$ cat src/rtl/udma_stream_unit_v2_if.sv
// Bus bundle for udma_stream_unit_v2: TX read channel, bypass and
// output streams, and the snooped spoof write bus.
interface udma_stream_unit_v2_if #(
    parameter int L2_AWIDTH_NOAL  = 16,
    parameter int DATA_WIDTH      = 32,
    parameter int STREAM_ID_WIDTH = 2
);
    logic                       tx_ch_req_o;
    logic                       tx_ch_gnt_i;
    logic [L2_AWIDTH_NOAL-1:0]  tx_ch_addr_o;
    logic [1:0]                 tx_ch_datasize_o;
    logic                       tx_ch_valid_i;
    logic [DATA_WIDTH-1:0]      tx_ch_data_i;
    logic                       tx_ch_ready_o;

    logic [STREAM_ID_WIDTH-1:0] in_stream_dest_i;
    logic [DATA_WIDTH-1:0]      in_stream_data_i;
    logic [1:0]                 in_stream_datasize_i;
    logic                       in_stream_valid_i;
    logic                       in_stream_sot_i;
    logic                       in_stream_eot_i;
    logic                       in_stream_ready_o;

    logic [DATA_WIDTH-1:0]      out_stream_data_o;
    logic [1:0]                 out_stream_datasize_o;
    logic                       out_stream_valid_o;
    logic                       out_stream_sot_o;
    logic                       out_stream_eot_o;
    logic                       out_stream_ready_i;

    logic [L2_AWIDTH_NOAL-1:0]  spoof_addr_i;
    logic [STREAM_ID_WIDTH-1:0] spoof_dest_i;
    logic [1:0]                 spoof_datasize_i;
    logic                       spoof_req_i;
    logic                       spoof_gnt_i;

    modport master (
        output tx_ch_req_o, tx_ch_addr_o, tx_ch_datasize_o,
        input  tx_ch_gnt_i, tx_ch_valid_i, tx_ch_data_i,
        output tx_ch_ready_o,
        input  in_stream_dest_i, in_stream_data_i,
        input  in_stream_datasize_i, in_stream_valid_i,
        input  in_stream_sot_i, in_stream_eot_i,
        output in_stream_ready_o,
        output out_stream_data_o, out_stream_datasize_o,
        output out_stream_valid_o, out_stream_sot_o,
        output out_stream_eot_o,
        input  out_stream_ready_i,
        input  spoof_addr_i, spoof_dest_i, spoof_datasize_i,
        input  spoof_req_i, spoof_gnt_i
    );

    modport slave (
        input  tx_ch_req_o, tx_ch_addr_o, tx_ch_datasize_o,
        output tx_ch_gnt_i, tx_ch_valid_i, tx_ch_data_i,
        input  tx_ch_ready_o,
        output in_stream_dest_i, in_stream_data_i,
        output in_stream_datasize_i, in_stream_valid_i,
        output in_stream_sot_i, in_stream_eot_i,
        input  in_stream_ready_o,
        input  out_stream_data_o, out_stream_datasize_o,
        input  out_stream_valid_o, out_stream_sot_o,
        input  out_stream_eot_o,
        output out_stream_ready_i,
        output spoof_addr_i, spoof_dest_i, spoof_datasize_i,
        output spoof_req_i, spoof_gnt_i
    );
endinterface

$ cat src/rtl/udma_stream_unit_v2.sv
// Stream-replay unit: re-reads snooped L2 writes in write order.
// Define UDMA_STREAM_JUMP_EN to enable the out-of-order jump queue.
module udma_stream_unit_v2 #(
    parameter int L2_AWIDTH_NOAL  = 16,
    parameter int DATA_WIDTH      = 32,
    parameter int STREAM_ID_WIDTH = 2,
    parameter int INST_ID         = 0,
    parameter int FIFO_DEPTH      = 4,
    parameter int JUMP_DEPTH      = 2
) (
    input  logic                  clk_i,
    input  logic                  rst_i,
    input  logic                  cmd_clr_i,
    udma_stream_unit_v2_if.master bus,
    output logic                  status_busy_o,
    output logic                  status_err_o
);
    localparam int AW = L2_AWIDTH_NOAL;
    localparam int FW = $clog2(FIFO_DEPTH);
    localparam int CW = FW + 2;

    if (FIFO_DEPTH < 2 || (FIFO_DEPTH & (FIFO_DEPTH - 1)) != 0)
        $error("FIFO_DEPTH must be a power of 2 >= 2");
    if (JUMP_DEPTH < 1 || (JUMP_DEPTH & (JUMP_DEPTH - 1)) != 0)
        $error("JUMP_DEPTH must be a power of 2 >= 1");

    typedef enum logic [1:0] {ST_IDLE, ST_RUN, ST_WAIT} state_e;

    state_e          state_q, state_d;
    logic [AW-1:0]   wr_ptr_q, wr_ptr_d;
    logic [AW-1:0]   rd_ptr_q, rd_ptr_d;
    logic [1:0]      size_q, size_d;
    logic [CW-1:0]   out_cnt_q, out_cnt_d;
    logic [CW-1:0]   discard_q, discard_d;
    logic            sot_q, sot_d;
    logic            err_q, err_d;
    logic [FW-1:0]   fifo_rd_q, fifo_rd_d;
    logic [FW-1:0]   fifo_wr_q, fifo_wr_d;
    logic [FW:0]     fifo_cnt_q, fifo_cnt_d;
    logic [DATA_WIDTH-1:0] fifo_mem_q [FIFO_DEPTH];

    logic          w_acc, r_acc, busy, tx_req, tx_ready;
    logic          fifo_full, fifo_empty, fifo_pop, fifo_push;
    logic          rx_beat, rx_drop, adv, jump;
    logic [AW-1:0] inc;
    logic [CW-1:0] occ;

`ifdef UDMA_STREAM_JUMP_EN
    localparam int JW  = (JUMP_DEPTH > 1) ? $clog2(JUMP_DEPTH) : 1;
    localparam int JCW = $clog2(JUMP_DEPTH + 1);

    logic [AW-1:0]  jq_src_q [JUMP_DEPTH];
    logic [AW-1:0]  jq_dst_q [JUMP_DEPTH];
    logic [JW-1:0]  jq_head_q, jq_head_d;
    logic [JW-1:0]  jq_tail_q, jq_tail_d;
    logic [JCW-1:0] jq_cnt_q, jq_cnt_d;
    logic           jq_push, jq_push_ok, jq_pop, jq_full;

    function automatic logic [JW-1:0] jq_next(input logic [JW-1:0] p);
        return (p == JW'(JUMP_DEPTH - 1)) ? '0 : p + JW'(1);
    endfunction
`endif

    function automatic logic [AW-1:0] inc_of(input logic [1:0] s);
        unique case (s)
            2'd0:    return AW'(1);
            2'd1:    return AW'(2);
            default: return AW'(4);
        endcase
    endfunction

    always_comb begin
        w_acc      = bus.spoof_req_i & bus.spoof_gnt_i &
                     (bus.spoof_dest_i == STREAM_ID_WIDTH'(INST_ID));
        inc        = inc_of(size_q);
        busy       = (state_q != ST_IDLE);
        fifo_full  = (fifo_cnt_q == (FW+1)'(FIFO_DEPTH));
        fifo_empty = (fifo_cnt_q == '0);
        fifo_pop   = busy & ~fifo_empty & bus.out_stream_ready_i;
        tx_ready   = (discard_q != '0) | ~fifo_full | fifo_pop;
        rx_beat    = bus.tx_ch_valid_i & tx_ready;
        rx_drop    = rx_beat & (discard_q != '0);
        fifo_push  = rx_beat & ~rx_drop;
        occ        = out_cnt_q + CW'(fifo_cnt_q);
        tx_req     = (state_q == ST_RUN) & (occ < CW'(FIFO_DEPTH));
        r_acc      = tx_req & bus.tx_ch_gnt_i;
    end

    always_comb begin
        state_d    = state_q;
        wr_ptr_d   = wr_ptr_q;
        rd_ptr_d   = rd_ptr_q;
        size_d     = size_q;
        sot_d      = sot_q & ~fifo_pop;
        err_d      = err_q;
        out_cnt_d  = out_cnt_q + CW'(r_acc) - CW'(fifo_push);
        discard_d  = discard_q - CW'(rx_drop);
        fifo_rd_d  = fifo_rd_q + FW'(fifo_pop);
        fifo_wr_d  = fifo_wr_q + FW'(fifo_push);
        fifo_cnt_d = fifo_cnt_q + (FW+1)'(fifo_push)
                                - (FW+1)'(fifo_pop);
        adv        = 1'b0;
        jump       = 1'b0;
`ifdef UDMA_STREAM_JUMP_EN
        jq_head_d  = jq_head_q;
        jq_tail_d  = jq_tail_q;
        jq_cnt_d   = jq_cnt_q;
        jq_pop     = 1'b0;
        jq_full    = (jq_cnt_q == JCW'(JUMP_DEPTH));
`endif

        unique case (state_q)
            ST_IDLE: begin
                if (w_acc) begin
                    wr_ptr_d = bus.spoof_addr_i;
                    rd_ptr_d = bus.spoof_addr_i;
                    size_d   = bus.spoof_datasize_i;
                    sot_d    = 1'b1;
                    state_d  = ST_RUN;
                end
            end
            ST_RUN: begin
                if (r_acc) begin
                    if (rd_ptr_q == wr_ptr_q && !w_acc) state_d = ST_WAIT;
                    else                                adv     = 1'b1;
                end
            end
            ST_WAIT: begin
                if (w_acc) begin
                    adv     = 1'b1;
                    state_d = ST_RUN;
                end
            end
            default: state_d = ST_IDLE;
        endcase

        if (busy && w_acc) begin
            wr_ptr_d = bus.spoof_addr_i;
            jump     = (bus.spoof_addr_i != wr_ptr_q + inc);
        end

`ifdef UDMA_STREAM_JUMP_EN
        // Caught up with the writer: the new write address is next.
        if (adv) begin
            if (w_acc && rd_ptr_q == wr_ptr_q) begin
                rd_ptr_d = bus.spoof_addr_i;
            end else if (jq_cnt_q != '0 &&
                         rd_ptr_q == jq_src_q[jq_head_q]) begin
                rd_ptr_d = jq_dst_q[jq_head_q];
                jq_pop   = 1'b1;
            end else begin
                rd_ptr_d = rd_ptr_q + inc;
            end
        end
        jq_push    = jump & ~(adv & (rd_ptr_q == wr_ptr_q));
        jq_push_ok = jq_push & (~jq_full | jq_pop);
        if (jq_push && !jq_push_ok) err_d = 1'b1;
        if (jq_push_ok) jq_tail_d = jq_next(jq_tail_q);
        if (jq_pop)     jq_head_d = jq_next(jq_head_q);
        jq_cnt_d = jq_cnt_q + JCW'(jq_push_ok) - JCW'(jq_pop);
`else
        if (adv)  rd_ptr_d = rd_ptr_q + inc;
        if (jump) err_d    = 1'b1;
`endif

        // In-flight reads become beats to drop after a clear.
        if (cmd_clr_i) begin
            state_d    = ST_IDLE;
            wr_ptr_d   = '0;
            rd_ptr_d   = '0;
            size_d     = '0;
            sot_d      = 1'b0;
            err_d      = 1'b0;
            out_cnt_d  = '0;
            discard_d  = discard_q + out_cnt_q + CW'(r_acc)
                                   - CW'(rx_beat);
            fifo_rd_d  = '0;
            fifo_wr_d  = '0;
            fifo_cnt_d = '0;
`ifdef UDMA_STREAM_JUMP_EN
            jq_head_d  = '0;
            jq_tail_d  = '0;
            jq_cnt_d   = '0;
`endif
        end
    end

    always_ff @(posedge clk_i) begin
        if (rst_i) begin
            state_q    <= ST_IDLE;
            wr_ptr_q   <= '0;
            rd_ptr_q   <= '0;
            size_q     <= '0;
            out_cnt_q  <= '0;
            discard_q  <= '0;
            sot_q      <= 1'b0;
            err_q      <= 1'b0;
            fifo_rd_q  <= '0;
            fifo_wr_q  <= '0;
            fifo_cnt_q <= '0;
        end else begin
            state_q    <= state_d;
            wr_ptr_q   <= wr_ptr_d;
            rd_ptr_q   <= rd_ptr_d;
            size_q     <= size_d;
            out_cnt_q  <= out_cnt_d;
            discard_q  <= discard_d;
            sot_q      <= sot_d;
            err_q      <= err_d;
            fifo_rd_q  <= fifo_rd_d;
            fifo_wr_q  <= fifo_wr_d;
            fifo_cnt_q <= fifo_cnt_d;
        end
    end

    always_ff @(posedge clk_i) begin
        if (fifo_push) fifo_mem_q[fifo_wr_q] <= bus.tx_ch_data_i;
    end

`ifdef UDMA_STREAM_JUMP_EN
    always_ff @(posedge clk_i) begin
        if (rst_i) begin
            jq_head_q <= '0;
            jq_tail_q <= '0;
            jq_cnt_q  <= '0;
        end else begin
            jq_head_q <= jq_head_d;
            jq_tail_q <= jq_tail_d;
            jq_cnt_q  <= jq_cnt_d;
        end
    end

    always_ff @(posedge clk_i) begin
        if (jq_push_ok && !cmd_clr_i) begin
            jq_src_q[jq_tail_q] <= wr_ptr_q;
            jq_dst_q[jq_tail_q] <= bus.spoof_addr_i;
        end
    end
`endif

    assign bus.tx_ch_req_o      = tx_req;
    assign bus.tx_ch_addr_o     = rd_ptr_q;
    assign bus.tx_ch_datasize_o = size_q;
    assign bus.tx_ch_ready_o    = tx_ready;

    assign bus.in_stream_ready_o = busy ? 1'b0 : bus.out_stream_ready_i;

    assign bus.out_stream_data_o =
        busy ? fifo_mem_q[fifo_rd_q] : bus.in_stream_data_i;
    assign bus.out_stream_datasize_o =
        busy ? size_q : bus.in_stream_datasize_i;
    assign bus.out_stream_valid_o =
        busy ? ~fifo_empty : bus.in_stream_valid_i;
    assign bus.out_stream_sot_o =
        busy ? sot_q : bus.in_stream_sot_i;
    assign bus.out_stream_eot_o =
        busy ? 1'b0 : bus.in_stream_eot_i;

    assign status_busy_o = busy;
    assign status_err_o  = err_q;
endmodule

$ cat src/flat_wrapper.sv
// flat-port wrapper written by rule: the top's interface ports become plain ports
module udma_stream_unit_v2_flat 
#(
    parameter int L2_AWIDTH_NOAL  = 16,
    parameter int DATA_WIDTH      = 32,
    parameter int STREAM_ID_WIDTH = 2,
    parameter int INST_ID         = 0,
    parameter int FIFO_DEPTH      = 4,
    parameter int JUMP_DEPTH      = 2
)
  (clk_i, rst_i, cmd_clr_i, status_busy_o, status_err_o, bus_tx_ch_req_o, bus_tx_ch_addr_o, bus_tx_ch_datasize_o, bus_tx_ch_gnt_i, bus_tx_ch_valid_i, bus_tx_ch_data_i, bus_tx_ch_ready_o, bus_in_stream_dest_i, bus_in_stream_data_i, bus_in_stream_datasize_i, bus_in_stream_valid_i, bus_in_stream_sot_i, bus_in_stream_eot_i, bus_in_stream_ready_o, bus_out_stream_data_o, bus_out_stream_datasize_o, bus_out_stream_valid_o, bus_out_stream_sot_o, bus_out_stream_eot_o, bus_out_stream_ready_i, bus_spoof_addr_i, bus_spoof_dest_i, bus_spoof_datasize_i, bus_spoof_req_i, bus_spoof_gnt_i);
  udma_stream_unit_v2_if #(.L2_AWIDTH_NOAL(L2_AWIDTH_NOAL), .DATA_WIDTH(DATA_WIDTH), .STREAM_ID_WIDTH(STREAM_ID_WIDTH)) bus_i ();
  input  logic clk_i;
  input  logic rst_i;
  input  logic cmd_clr_i;
  output logic status_busy_o;
  output logic status_err_o;
  output wire logic [$bits(bus_i.tx_ch_req_o)-1:0] bus_tx_ch_req_o;
  output wire logic [$bits(bus_i.tx_ch_addr_o)-1:0] bus_tx_ch_addr_o;
  output wire logic [$bits(bus_i.tx_ch_datasize_o)-1:0] bus_tx_ch_datasize_o;
  input wire logic [$bits(bus_i.tx_ch_gnt_i)-1:0] bus_tx_ch_gnt_i;
  input wire logic [$bits(bus_i.tx_ch_valid_i)-1:0] bus_tx_ch_valid_i;
  input wire logic [$bits(bus_i.tx_ch_data_i)-1:0] bus_tx_ch_data_i;
  output wire logic [$bits(bus_i.tx_ch_ready_o)-1:0] bus_tx_ch_ready_o;
  input wire logic [$bits(bus_i.in_stream_dest_i)-1:0] bus_in_stream_dest_i;
  input wire logic [$bits(bus_i.in_stream_data_i)-1:0] bus_in_stream_data_i;
  input wire logic [$bits(bus_i.in_stream_datasize_i)-1:0] bus_in_stream_datasize_i;
  input wire logic [$bits(bus_i.in_stream_valid_i)-1:0] bus_in_stream_valid_i;
  input wire logic [$bits(bus_i.in_stream_sot_i)-1:0] bus_in_stream_sot_i;
  input wire logic [$bits(bus_i.in_stream_eot_i)-1:0] bus_in_stream_eot_i;
  output wire logic [$bits(bus_i.in_stream_ready_o)-1:0] bus_in_stream_ready_o;
  output wire logic [$bits(bus_i.out_stream_data_o)-1:0] bus_out_stream_data_o;
  output wire logic [$bits(bus_i.out_stream_datasize_o)-1:0] bus_out_stream_datasize_o;
  output wire logic [$bits(bus_i.out_stream_valid_o)-1:0] bus_out_stream_valid_o;
  output wire logic [$bits(bus_i.out_stream_sot_o)-1:0] bus_out_stream_sot_o;
  output wire logic [$bits(bus_i.out_stream_eot_o)-1:0] bus_out_stream_eot_o;
  input wire logic [$bits(bus_i.out_stream_ready_i)-1:0] bus_out_stream_ready_i;
  input wire logic [$bits(bus_i.spoof_addr_i)-1:0] bus_spoof_addr_i;
  input wire logic [$bits(bus_i.spoof_dest_i)-1:0] bus_spoof_dest_i;
  input wire logic [$bits(bus_i.spoof_datasize_i)-1:0] bus_spoof_datasize_i;
  input wire logic [$bits(bus_i.spoof_req_i)-1:0] bus_spoof_req_i;
  input wire logic [$bits(bus_i.spoof_gnt_i)-1:0] bus_spoof_gnt_i;
  assign bus_tx_ch_req_o = bus_i.tx_ch_req_o;
  assign bus_tx_ch_addr_o = bus_i.tx_ch_addr_o;
  assign bus_tx_ch_datasize_o = bus_i.tx_ch_datasize_o;
  assign bus_i.tx_ch_gnt_i = bus_tx_ch_gnt_i;
  assign bus_i.tx_ch_valid_i = bus_tx_ch_valid_i;
  assign bus_i.tx_ch_data_i = bus_tx_ch_data_i;
  assign bus_tx_ch_ready_o = bus_i.tx_ch_ready_o;
  assign bus_i.in_stream_dest_i = bus_in_stream_dest_i;
  assign bus_i.in_stream_data_i = bus_in_stream_data_i;
  assign bus_i.in_stream_datasize_i = bus_in_stream_datasize_i;
  assign bus_i.in_stream_valid_i = bus_in_stream_valid_i;
  assign bus_i.in_stream_sot_i = bus_in_stream_sot_i;
  assign bus_i.in_stream_eot_i = bus_in_stream_eot_i;
  assign bus_in_stream_ready_o = bus_i.in_stream_ready_o;
  assign bus_out_stream_data_o = bus_i.out_stream_data_o;
  assign bus_out_stream_datasize_o = bus_i.out_stream_datasize_o;
  assign bus_out_stream_valid_o = bus_i.out_stream_valid_o;
  assign bus_out_stream_sot_o = bus_i.out_stream_sot_o;
  assign bus_out_stream_eot_o = bus_i.out_stream_eot_o;
  assign bus_i.out_stream_ready_i = bus_out_stream_ready_i;
  assign bus_i.spoof_addr_i = bus_spoof_addr_i;
  assign bus_i.spoof_dest_i = bus_spoof_dest_i;
  assign bus_i.spoof_datasize_i = bus_spoof_datasize_i;
  assign bus_i.spoof_req_i = bus_spoof_req_i;
  assign bus_i.spoof_gnt_i = bus_spoof_gnt_i;
  udma_stream_unit_v2 #(.L2_AWIDTH_NOAL(L2_AWIDTH_NOAL), .DATA_WIDTH(DATA_WIDTH), .STREAM_ID_WIDTH(STREAM_ID_WIDTH), .INST_ID(INST_ID), .FIFO_DEPTH(FIFO_DEPTH), .JUMP_DEPTH(JUMP_DEPTH)) u_core (.clk_i(clk_i), .rst_i(rst_i), .cmd_clr_i(cmd_clr_i), .bus(bus_i), .status_busy_o(status_busy_o), .status_err_o(status_err_o));
endmodule
$ cat config.mk
export PLATFORM = sky130hd
export DESIGN_NAME = udma_stream_unit_v2_flat
export DESIGN_NICKNAME = d
export VERILOG_FILES = /design/src/rtl/udma_stream_unit_v2_if.sv /design/src/rtl/udma_stream_unit_v2.sv /design/src/flat_wrapper.sv
export SDC_FILE = /design/constraint.sdc
export NUM_CORES = 1
export LEC_CHECK = 0
export CORE_AREA = 4 4 156 158
export CTS_BUF_LIST = sky130_fd_sc_hd__clkbuf_8
export DETAILED_ROUTE_END_ITERATION = 8
export DIE_AREA = 0 0 160 162
export SLEW_MARGIN = 20
export SYNTH_ARGS = -nofsm -noshare
export SYNTH_HDL_FRONTEND = slang
export SYNTH_SLANG_ARGS = --single-unit
export TNS_END_PERCENT = 1
$ cat constraint.sdc
create_clock -name clk_i -period 4.4 [get_ports clk_i]
set_input_delay 1.32 -clock clk_i [delete_from_list [all_inputs] [get_ports clk_i]]
set_output_delay 1.32 -clock clk_i [all_outputs]
set_load 0.005 [all_outputs]
# Word level (Yosys, flattened, before mapping)
# Memory sizes are Yosys's and may differ from the RTL's. A register that Yosys moved wholly into a read port is not among the register bits.
# Cells that the tools add are included.
[totals]
regBits = 53
mem_bits_rw = 128
in_bits = 99
output_inout_bits = 60
word_cells = 96
memories = 1
[op_classes]
n_addsub = 13
magnitude_cmp = 1
eq_ne = 9
mux = 26
n_bitwise = 16
n_reduce_logical = 19
[mem_list]
columns = ["memory", "depth", "width", "read_ports", "rd_clocked_by_memory_dff", "wr", "line_no", "source"]
rows = [
  ["u_core.fifo_mem_q", 4, 32, 1, 1, 1, "udma_stream_unit_v2.sv:40", "logic [DATA_WIDTH-1:0] fifo_mem_q [FIFO_DEPTH];"],
]
[ops]
columns = ["operator", "n"]
rows = [
  ["two-way mux 16 bit", 4],
  ["adder 16 x 3 -> 16 bit", 2],
  ["two-way mux 32 bit", 1],
  ["== test 16 bit", 1],
  ["!= test 16 bit", 1],
  ["two-way mux 1 bit", 12],
  ["subtractor 4 x 1 -> 4 bit", 3],
  ["bitwise AND 1 bit", 10],
  ["two-way mux 2 bit", 5],
  ["nonzero test 2 bit", 5],
  ["adder 4 x 1 -> 4 bit", 2],
  ["logical NOT 2 bit", 3],
  ["case mux 3 bit (2 select lines)", 1],
  ["AND reduction 2 bit", 3],
  ["adder 2 x 1 -> 2 bit", 2],
  ["adder 4 x 3 -> 4 bit", 1],
  ["adder 4 bit", 1],
  ["== test 2 x 1 -> 1 bit, second input constant", 2],
  ["less-than comparator 4 x 3 -> 1 bit, second input constant", 1],
  ["two-way mux 4 bit", 1],
  ["!= test 2 x 1 -> 1 bit, second input constant", 2],
  ["inverter 1 bit", 4],
  ["case mux 2 bit (2 select lines)", 1],
  ["nonzero test 4 bit", 1],
  ["other kinds (12)", 15],
]

# Longest topological paths before layout
# Gate-level depths: netlist of the first run.
[depth]
depth_word = 11
ltp_mapped = 15
ltp_nobuf = 15

# Worst setup path after synthesis of the first run
# No wires, ideal clock.
[synth_path]
path_type = "in2reg"
startpoint = "input bus_out_stream_ready_i"
endpoint = "memory u_core.fifo_mem_q[0][0], enable pin"
setup_time_ps = 468
arrival_ps = 4261
t_required_ps = 3932
path_slack_ps = -329
stages = 3
path_buffers = 0
path_cell_list = "nand3_1 > a31oi_1 > nor3b_1"
[synth_via]
elab_chain_len = 8
[synth_lines]
columns = ["element", "line_no", "source"]
rows = [
  ["from (decl)", "flat_wrapper.sv:37", "input wire logic [$bits(bus_i.out_stream_ready_i)-1:0] bus_out_stream_ready_i;"],
  ["bitwise AND 1 bit *", "udma_stream_unit_v2.sv:79", "fifo_pop = busy & ~fifo_empty & bus.out_stream_ready_i;"],
  ["bitwise OR 1 bit *", "udma_stream_unit_v2.sv:80", "tx_ready = (discard_q != '0) | ~fifo_full | fifo_pop;"],
  ["bitwise AND 1 bit *", "udma_stream_unit_v2.sv:81", "rx_beat = bus.tx_ch_valid_i & tx_ready;"],
  ["bitwise AND 1 bit", "udma_stream_unit_v2.sv:82", "rx_drop = rx_beat & (discard_q != '0);"],
  ["inverter 1 bit", "udma_stream_unit_v2.sv:83", "fifo_push = rx_beat & ~rx_drop;"],
  ["bitwise AND 1 bit *", "udma_stream_unit_v2.sv:83", ""],
  ["two-way mux 1 bit *", "udma_stream_unit_v2.sv:217", "if (fifo_push) fifo_mem_q[fifo_wr_q] <= bus.tx_ch_data_i;"],
  ["two-way mux 1 bit (implied by the code) *", "udma_stream_unit_v2.sv:217", ""],
  ["to (decl)", "udma_stream_unit_v2.sv:40", ""],
]
# Mark *: on every way between the ends. The rest lies on a longest branch, timed or not.

# Worst setup path in the final report of the first run
[layout_path]
startpoint = "input bus_out_stream_ready_i"
endpoint = "output bus_tx_ch_ready_o"
[layout_via]
elab_chain_len = 2
[layout_lines]
columns = ["element", "line_no", "source"]
rows = [
  ["bitwise AND 1 bit", "udma_stream_unit_v2.sv:79", ""],
  ["bitwise OR 1 bit", "udma_stream_unit_v2.sv:80", ""],
  ["to (decl)", "flat_wrapper.sv:24", "output wire logic [$bits(bus_i.tx_ch_ready_o)-1:0] bus_tx_ch_ready_o;"],
]
# Every way passes these cells.

==> results of run 1 <==
==> routing by layer <==
metal | up-vias | GRT usage [%] | routed length, um
li1 | 3001 | - | -
met1 | 2974 | 21.4 | 9510
met2 | 167 | 27.7 | 10300
met3 | 24 | 4.01 | 1250
met4 | 4 | 4.77 | 297
met5 | - | 0 | 34
==> power by group through the flow <==
stage / clock (mW) / combinational [mW] / sequential (mW)
finish: 1.20 / 0.692 / 1.98
detailed placement: 0 / 0.701 / 2.01
floorplan: 0 / 0.402 / 2.00
global route: 1.31 / 0.777 / 1.99
CTS: 1.24 / 0.707 / 1.98
global placement: 0 / 0.693 / 2.01
==> area by class of cell <==
type                    count  share of cell area [%]
well taps                 290                    3.26
clock inverters            15                    1.92
clock buffers              17                    2.10
flip-flops and latches    181                    44.0
repair buffers            169                    15.0
inverters                  30                    1.01
multi-input cells         497                    32.7
==> final timing paths <==
path	slack, ns	end	cells after the start	start
setup reg to reg	1.11	u_core.discard_q[3]	15	u_core.state_q[1]
hold reg to reg	0.47	u_core.sot_q	2	u_core.sot_q
hold / removal	0.47	u_core.sot_q	2	u_core.sot_q
setup / recovery	0.42	bus_tx_ch_ready_o	4	bus_out_stream_ready_i
==> state kept, by name, summed over array words and instances (netlist names), 2 cells and up <==
register,count
u_core.fifo_mem_q,128
u_core.fifo_cnt_q,3
u_core.wr_ptr_q,16
u_core.bus.tx_ch_datasize_o,2
u_core.bus.tx_ch_addr_o,16
u_core.fifo_rd_q,2
u_core.discard_q,4
u_core.fifo_wr_q,2
u_core.state_q,2
u_core.out_cnt_q,4
==> layout by cell type, fill, tap and decap left out, drive strengths merged, types with 6 or more instances in the layout <==
cell	instances
a21oi	40
a31oi	12
a32oi	6
and2	10
and3	6
buf	13
clkbuf	17
clkdlybuf4s50	156
clkinv	7
dfxtp	53
edfxtp	128
ha	25
inv	38
mux4	32
nand2	160
nand3	14
nand4	6
nor2	31
nor3	9
nor4	9
o21ai	12
or3	8
xnor2	21
xor2	32
==> worst max-delay path, stage by stage <==
cell             delay (ns)
clkdlybuf4s50_1        0.48
nand3_1                0.14
nand4_1                0.19
clkdlybuf4s50_1        0.52
==> metrics by stage <==
stage | hold slack (ns) | worst slack (ns) | std cells | area, um^2 | power, mW
3_5_place_dp | 0.460 | 0.413 | 1167 | 10700 | 2.72
6_report | 0.468 | 0.421 | 1199 | 11100 | 3.87
5_1_grt | 0.507 | 0.246 | 1199 | 11100 | 4.07
3_3_place_gp | 0.454 | 0.411 | 1167 | 10700 | 2.70
4_1_cts | 0.475 | 0.381 | 1199 | 11100 | 3.92
2_1_floorplan | 0.434 | 0.723 | 745 | 8830 | 2.40
==> logic make-up (layout without fill, tap and decap cells) <==
logic type,after synthesis,count (layout),synth area share [%]
flip-flops,181,181,55.6
AO/OA/AOI/OAI,104,104,8.19
adder cells (fa/ha/maj),29,29,4.45
buffers and inverters,67,231,3.42
multiplexers,40,40,9.14
XOR/XNOR,53,53,5.26
AND/OR/NAND/NOR,271,271,14.0
==> Implementation_results.wiki, run 1 <==
{| class="wikitable"
! Metric !! Value
|-
| Initial cell density of the core || 38.2%
|-
| Source-to-sink clock delay at the later pin of the worst-skew pair || around 0.47 ns
|-
| Data required, critical path || roughly 3.1 ns
|-
| Worst setup SP type || input port
|-
| Share of the clock period used by the worst path || 90.4%
|-
| Placer congestion estimate || around 0.84
|-
| CTS root buf || clkbuf_8
|-
| Core occupancy in the finished layout || between 40 and 50%
|-
| Vert. Die Dim || roughly 160 um
|-
| Maximum number of pins on one net before global-route repair || 41
|-
| Synthesized area divided by synthesized cell count || 11.8 um^2
|-
| Max-slew violation count || 0
|-
| Tightest slew margin relative to the limit || between 40% and 50%
|-
| Floorplan die width || ~160 um
|-
| Total negative slack || 0 ns
|-
| Cell Int Power || 2.75 mW
|-
| Unique cell type count in the Yosys netlist || 67
|-
| Vias in the first global route || around 6,300
|-
| Num Clock Sinks || 181
|-
| Leading post-synthesis cells by cell area || edfxtp_1 44%, dfxtp_1 12%, mux4_2 8.2%
|-
| Clock buffers created by TritonCTS || 17
|-
| Number of ports placed on the die boundary || 159
|-
| WL final || approximately 21,000 um
|-
| Unrepaired setup endpoints after global routing || no
|-
| Antenna Violating Nets Remaining || 0
|-
| First-pass GRT wire length || roughly 34,000 um
|-
| Net switching component of the power || roughly 1.1 mW
|-
| Setup Fix Bufs, Post-CTS || 0
|-
| Fillers || 2,085
|-
| Clock tree from TritonCTS || built
|-
| Share of total power consumed by net switching || between 20% and 30%
|-
| Level count of the clock H-tree || 4
|-
| Crit path max fanout || 4
|-
| Post-Synthesis Net Count || ~870
|-
| Nets || a little over 1,000
|-
| IR drop worst, VDD || 0.213 mV
|-
| Sequential Area || between 0.004 and 0.005 mm^2
|-
| Final worst clock skew || ~0.027 ns
|-
| Post-cts repair resize count || 0
|-
| Power per cell area || around 350 mW/mm^2
|-
| Number of synthesized register bits || around 180
|-
| Number of I/O port buffers || 156
|-
| Most common cell in the netlist || nand2_1
|-
| Clock share of power || 31.0%
|-
| Result of the run || finished, final reports clean
|-
| Std-Cell Core Area || 0.0231 mm^2
|-
| Synth Cell Area || between 0.008 and 0.009 mm^2
|-
| Antenna cell count || 0
|-
| Endpoints failing hold || 0
|-
| Area taken by multi-input logic gates || around 0.0036 mm^2
|-
| GRT overflow || 0
|-
| Tightest Hold Check Type || flop to flop
|-
| Yosys warnings || 0
|-
| Top cell types by occurrence after synthesis || 160 x nand2_1, 128 x edfxtp_1, 53 x dfxtp_1
|-
| Yosys top cell area share || around 44%
|-
| Ys flop type || edfxtp_1
|-
| Total half-perimeter wirelength after legalization and detailed placement || between 10,000 and 15,000 um
|-
| Final worst path period need || ~4 ns
|-
| Leakage dissipation || between 3 and 4 nW
|-
| Maximum number of buffers from clock root to sink || 2
|-
| Part of the total power dissipated in combinational logic || between 10% and 20%
|-
| Die area || between 0.02 and 0.03 mm^2
|-
| Setup Viol. Count Final || 0
|-
| Global router's overall resource usage || roughly 16%
|-
| Async set or reset register ratio after synthesis || 0%
|-
| Layout cells sized above 1 || between 10% and 20%
|-
| Number of core rows || between 50 and 60
|-
| Antenna violations before repair || 2
|-
| Number of iterations in the first detailed-routing pass || 5
|-
| Count of routing violations after the opening detailed-route iteration || about 300
|-
| Clk pin slew, worst setup/hold paths || 0.10 ns
|-
| Slew at the pin with the worst max-slew slack || around 0.79 ns
|-
| Routed via count || about 6,000
|-
| Achievable clock frequency || 0.251 GHz
|-
| Type of element capturing the critical path || output pin
|-
| Seq pwr share || 51.1%
|-
| Seq/Total Area, Yosys || a little under three fifths
|-
| Count of flip-flops with a built-in enable after synthesis || 128
|-
| Average wire per cell in the routed design || between 15 and 20 um
|-
| Residual DRC count || 0
|-
| Vias per cell || slightly above 5
|-
| Number of standard cells after synthesis || roughly 750
|-
| Setup Crit Path Kind || input port to output pin
|-
| CTS Hold Bufs || 0
|-
| Worst EP arrival || between 2 and 3 ns
|-
| Library cell with the largest summed area after synthesis || edfxtp_1
|-
| Number of maximum-capacitance violations || 0
|-
| Area growth from synthesis to layout || 26.2%
|}
(Power assumes the default switching activity.)
==> run 2: changes to the inputs <==
CORE_AREA = 4 4 164 166   (was 4 4 156 158)
DIE_AREA = 0 0 168 170   (was 0 0 160 162)
==> run 2 against run 1 <==
  * First-iteration DRC count rose by 38%
  * Sequential cell count did not move
  * Via count rose by 1.3%
  * Clock-buffer cell count did not move
  * Sequential share of layout area fell by 0.22 points
  * Sequential power barely moved
  * Combinational power barely moved
  * Setup slack improved by 0.018 ns
  * Global-route usage fell by 1.2 points
  * Core utilization fell by 4.5 points
  * Clock power barely moved
  * Wire length rose by 0.72%
==> Implementation_results.wiki, run 2 (synthesis results as in run 1) <==
{| class="wikitable"
! Metric !! Value
|-
| Share of total power consumed by net switching || 28.9% (was 28.8%)
|-
| Leading cell type in the layout, fill and taps excluded || nand2_1 (unchanged)
|-
| Most flop-heavy register || u_core.fifo_mem_q (unchanged)
|-
| Delay of the slowest cell on the worst path || 0.52 ns (about the same)
|-
| Unrepaired setup endpoints after global routing || no (unchanged)
|-
| Routed via count || 6,252 (was 6,170)
|-
| Placer congestion estimate || 0.819 (was 0.836)
|-
| Number of core rows || 59 (was 56)
|-
| Floorplan die width || 168 um (was 160 um)
|-
| Tightest slew margin relative to the limit || 45.9% (was 47.3%)
|-
| Vert. Die Dim || 170 um (was 162 um)
|-
| Residual DRC count || 0 (unchanged)
|-
| Antenna violations before repair || 2 (unchanged)
|-
| Most Frequent Cell on Critical Path || clkdlybuf4s50_1 (unchanged)
|-
| Std-Cell Core Area || 0.0256 mm^2 (was 0.0231 mm^2)
|-
| Achievable clock frequency || 0.252 GHz (was 0.251 GHz)
|-
| CTS Hold Bufs || 0 (unchanged)
|-
| Maximum number of pins on one net before global-route repair || 41 (unchanged)
|-
| Core occupancy in the finished layout || 43.7% (was 48.2%)
|-
| Level count of the clock H-tree || 4 (unchanged)
|-
| First-pass GRT wire length || 34,300 um (was 33,600 um)
|-
| Number of I/O port buffers || 156 (unchanged)
|-
| Vias per cell || 5.02 (was 5.15)
|-
| Most frequent cells in the layout || 160 x nand2_1, 156 x clkdlybuf4s50_1, 128 x edfxtp_1 (unchanged)
|-
| Num Clock Sinks || 181 (unchanged)
|-
| Post-cts repair resize count || 0 (unchanged)
|-
| Total negative slack || 0 ns (unchanged)
|-
| GRT overflow || 0 (unchanged)
|-
| Total half-perimeter wirelength after legalization and detailed placement || 14,700 um (was 14,900 um)
|-
| Power per cell area || 345 mW/mm^2 (was 347 mW/mm^2)
|-
| Worst EP arrival || 2.64 ns (was 2.66 ns)
|-
| Number of iterations in the first detailed-routing pass || 5 (unchanged)
|-
| Average wire per cell in the routed design || 17.3 um (was 17.8 um)
|-
| CTS root buf || clkbuf_8 (unchanged)
|-
| Tightest Hold Check Type || flop to flop (unchanged)
|-
| Number of maximum-capacitance violations || 0 (unchanged)
|-
| Fillers || 2,380 (was 2,085)
|-
| Maximum number of buffers from clock root to sink || 2 (unchanged)
|-
| Number of ports placed on the die boundary || 159 (unchanged)
|-
| Leakage dissipation || 3.92 nW (was 3.91 nW)
|-
| Setup Viol. Count Final || 0 (unchanged)
|-
| Source-to-sink clock delay at the later pin of the worst-skew pair || 0.46 ns (was 0.47 ns)
|-
| Die area || 0.0286 mm^2 (was 0.0259 mm^2)
|-
| Cell Int Power || 2.75 mW (about the same)
|-
| Part of the total power dissipated in combinational logic || 17.8% (was 17.9%)
|-
| Post-layout power || 3.87 mW (about the same)
|-
| Data required, critical path || 3.08 ns (about the same)
|-
| Clock tree from TritonCTS || built (unchanged)
|-
| IR drop worst, VDD || 0.183 mV (was 0.213 mV)
|-
| Minimum setup slack in the final design || 0.439 ns (was 0.421 ns)
|-
| Type of element capturing the critical path || output pin (unchanged)
|-
| Setup Crit Path Kind || input port to output pin (unchanged)
|-
| Net switching component of the power || 1.12 mW (was 1.11 mW)
|-
| Register-to-register path setup slack || 1.23 ns (was 1.11 ns)
|-
| Critical path, cell by cell || clkdlybuf4s50_1 > nand3_1 > nand4_1 > clkdlybuf4s50_1 (unchanged)
|-
| Endpoints failing hold || 0 (unchanged)
|-
| Clock buffers created by TritonCTS || 17 (unchanged)
|-
| WL final || 21,500 um (was 21,400 um)
|-
| Setup slack after placement || 0.432 ns (was 0.413 ns)
|-
| Nets || 1,026 (was 1,024)
|-
| Antenna Violating Nets Remaining || 0 (unchanged)
|-
| Clk pin slew, worst setup/hold paths || 0.10 ns (about the same)
|-
| Worst setup SP type || input port (unchanged)
|-
| Final worst clock skew || 0.0187 ns (was 0.0266 ns)
|-
| Layout cells sized above 1 || 11.5% (was 11.3%)
|-
| Setup Fix Bufs, Post-CTS || 0 (unchanged)
|-
| Crit path max fanout || 4 (unchanged)
|-
| Result of the run || finished, final reports clean (unchanged)
|-
| Max FFs per register || 128 (unchanged)
|-
| Clock share of power || 31.1% (was 31.0%)
|-
| Final worst path period need || 3.96 ns (was 3.98 ns)
|-
| Initial cell density of the core || 34.5% (was 38.2%)
|-
| Slowest library cell on the worst path || clkdlybuf4s50_1 (unchanged)
|-
| Vias in the first global route || 6,299 (was 6,297)
|-
| Share of the clock period used by the worst path || 90.0% (was 90.4%)
|-
| Slew at the pin with the worst max-slew slack || 0.808 ns (was 0.787 ns)
|-
| Area growth from synthesis to layout || 26.9% (was 26.2%)
|-
| Global router's overall resource usage || 15.3% (was 16.5%)
|-
| Count of routing violations after the opening detailed-route iteration || 405 (was 293)
|-
| Seq pwr share || 51.0% (was 51.1%)
|-
| Antenna cell count || 0 (unchanged)
|-
| Max-slew violation count || 0 (unchanged)
|}
[run 2: changes by cell type in the layout (fill, tap and decap cells not counted)]
cell | previous run | this run
buf_4 | 12 | 15
clkinv_4 | 0 | 1
inv_8 | 3 | 2
buf_12 | 1 | 0
inv_12 | 3 | 4
clkinv_8 | 7 | 6
[run 2: per-layer routing]
layer / vias to the layer above / part of all wire, % / GRT usage (%)
met2: 205 / 47 / 25.3
met1: 3006 / 43 / 19.6
met4: 4 / 1.7 / 4.06
met5: - / 0.15 / 0
li1: 3007 / - / -
met3: 30 / 7.8 / 4.83
[run 2: cell type report]
class                   instances  area [um^2]  area share (%)
flip-flops and latches        181         4910            43.8
multi-input cells             497         3640            32.5
repair buffers                171         1670            14.9
well taps                     335          419            3.74
clock buffers                  17          234            2.09
clock inverters                15          211            1.89
inverters                      30          113            1.01
[run 2: power by group through the flow]
stage | sequential (mW) | clock, mW | combinational [mW]
floorplan | 2.00 | 0 | 0.402
global placement | 2.01 | 0 | 0.698
detailed placement | 2.01 | 0 | 0.703
CTS | 1.97 | 1.25 | 0.708
global route | 1.98 | 1.33 | 0.781
finish | 1.97 | 1.20 | 0.690
[run 2: worst paths after layout]
path / from / endpoint / cells after the start
setup / recovery: bus_out_stream_ready_i / bus_tx_ch_ready_o / 4
hold / removal: u_core.sot_q / u_core.sot_q / 2
setup reg to reg: u_core.state_q[1] / u_core.discard_q[3] / 15
hold reg to reg: u_core.sot_q / u_core.sot_q / 2
[run 2: per-stage QoR]
step,hold slack (ns),area [um^2],cells
floorplan,0.434,8830,745
detailed placement,0.470,10800,1214
CTS,0.485,11200,1246
global placement,0.461,10800,1214
finish,0.474,11200,1246
global route,0.519,11200,1246
[run 2: critical path: cells and delay by family]
family / cells / cell delay [ns]
buffers and inverters: 2 / 1.00
AND/OR/NAND/NOR: 2 / 0.33
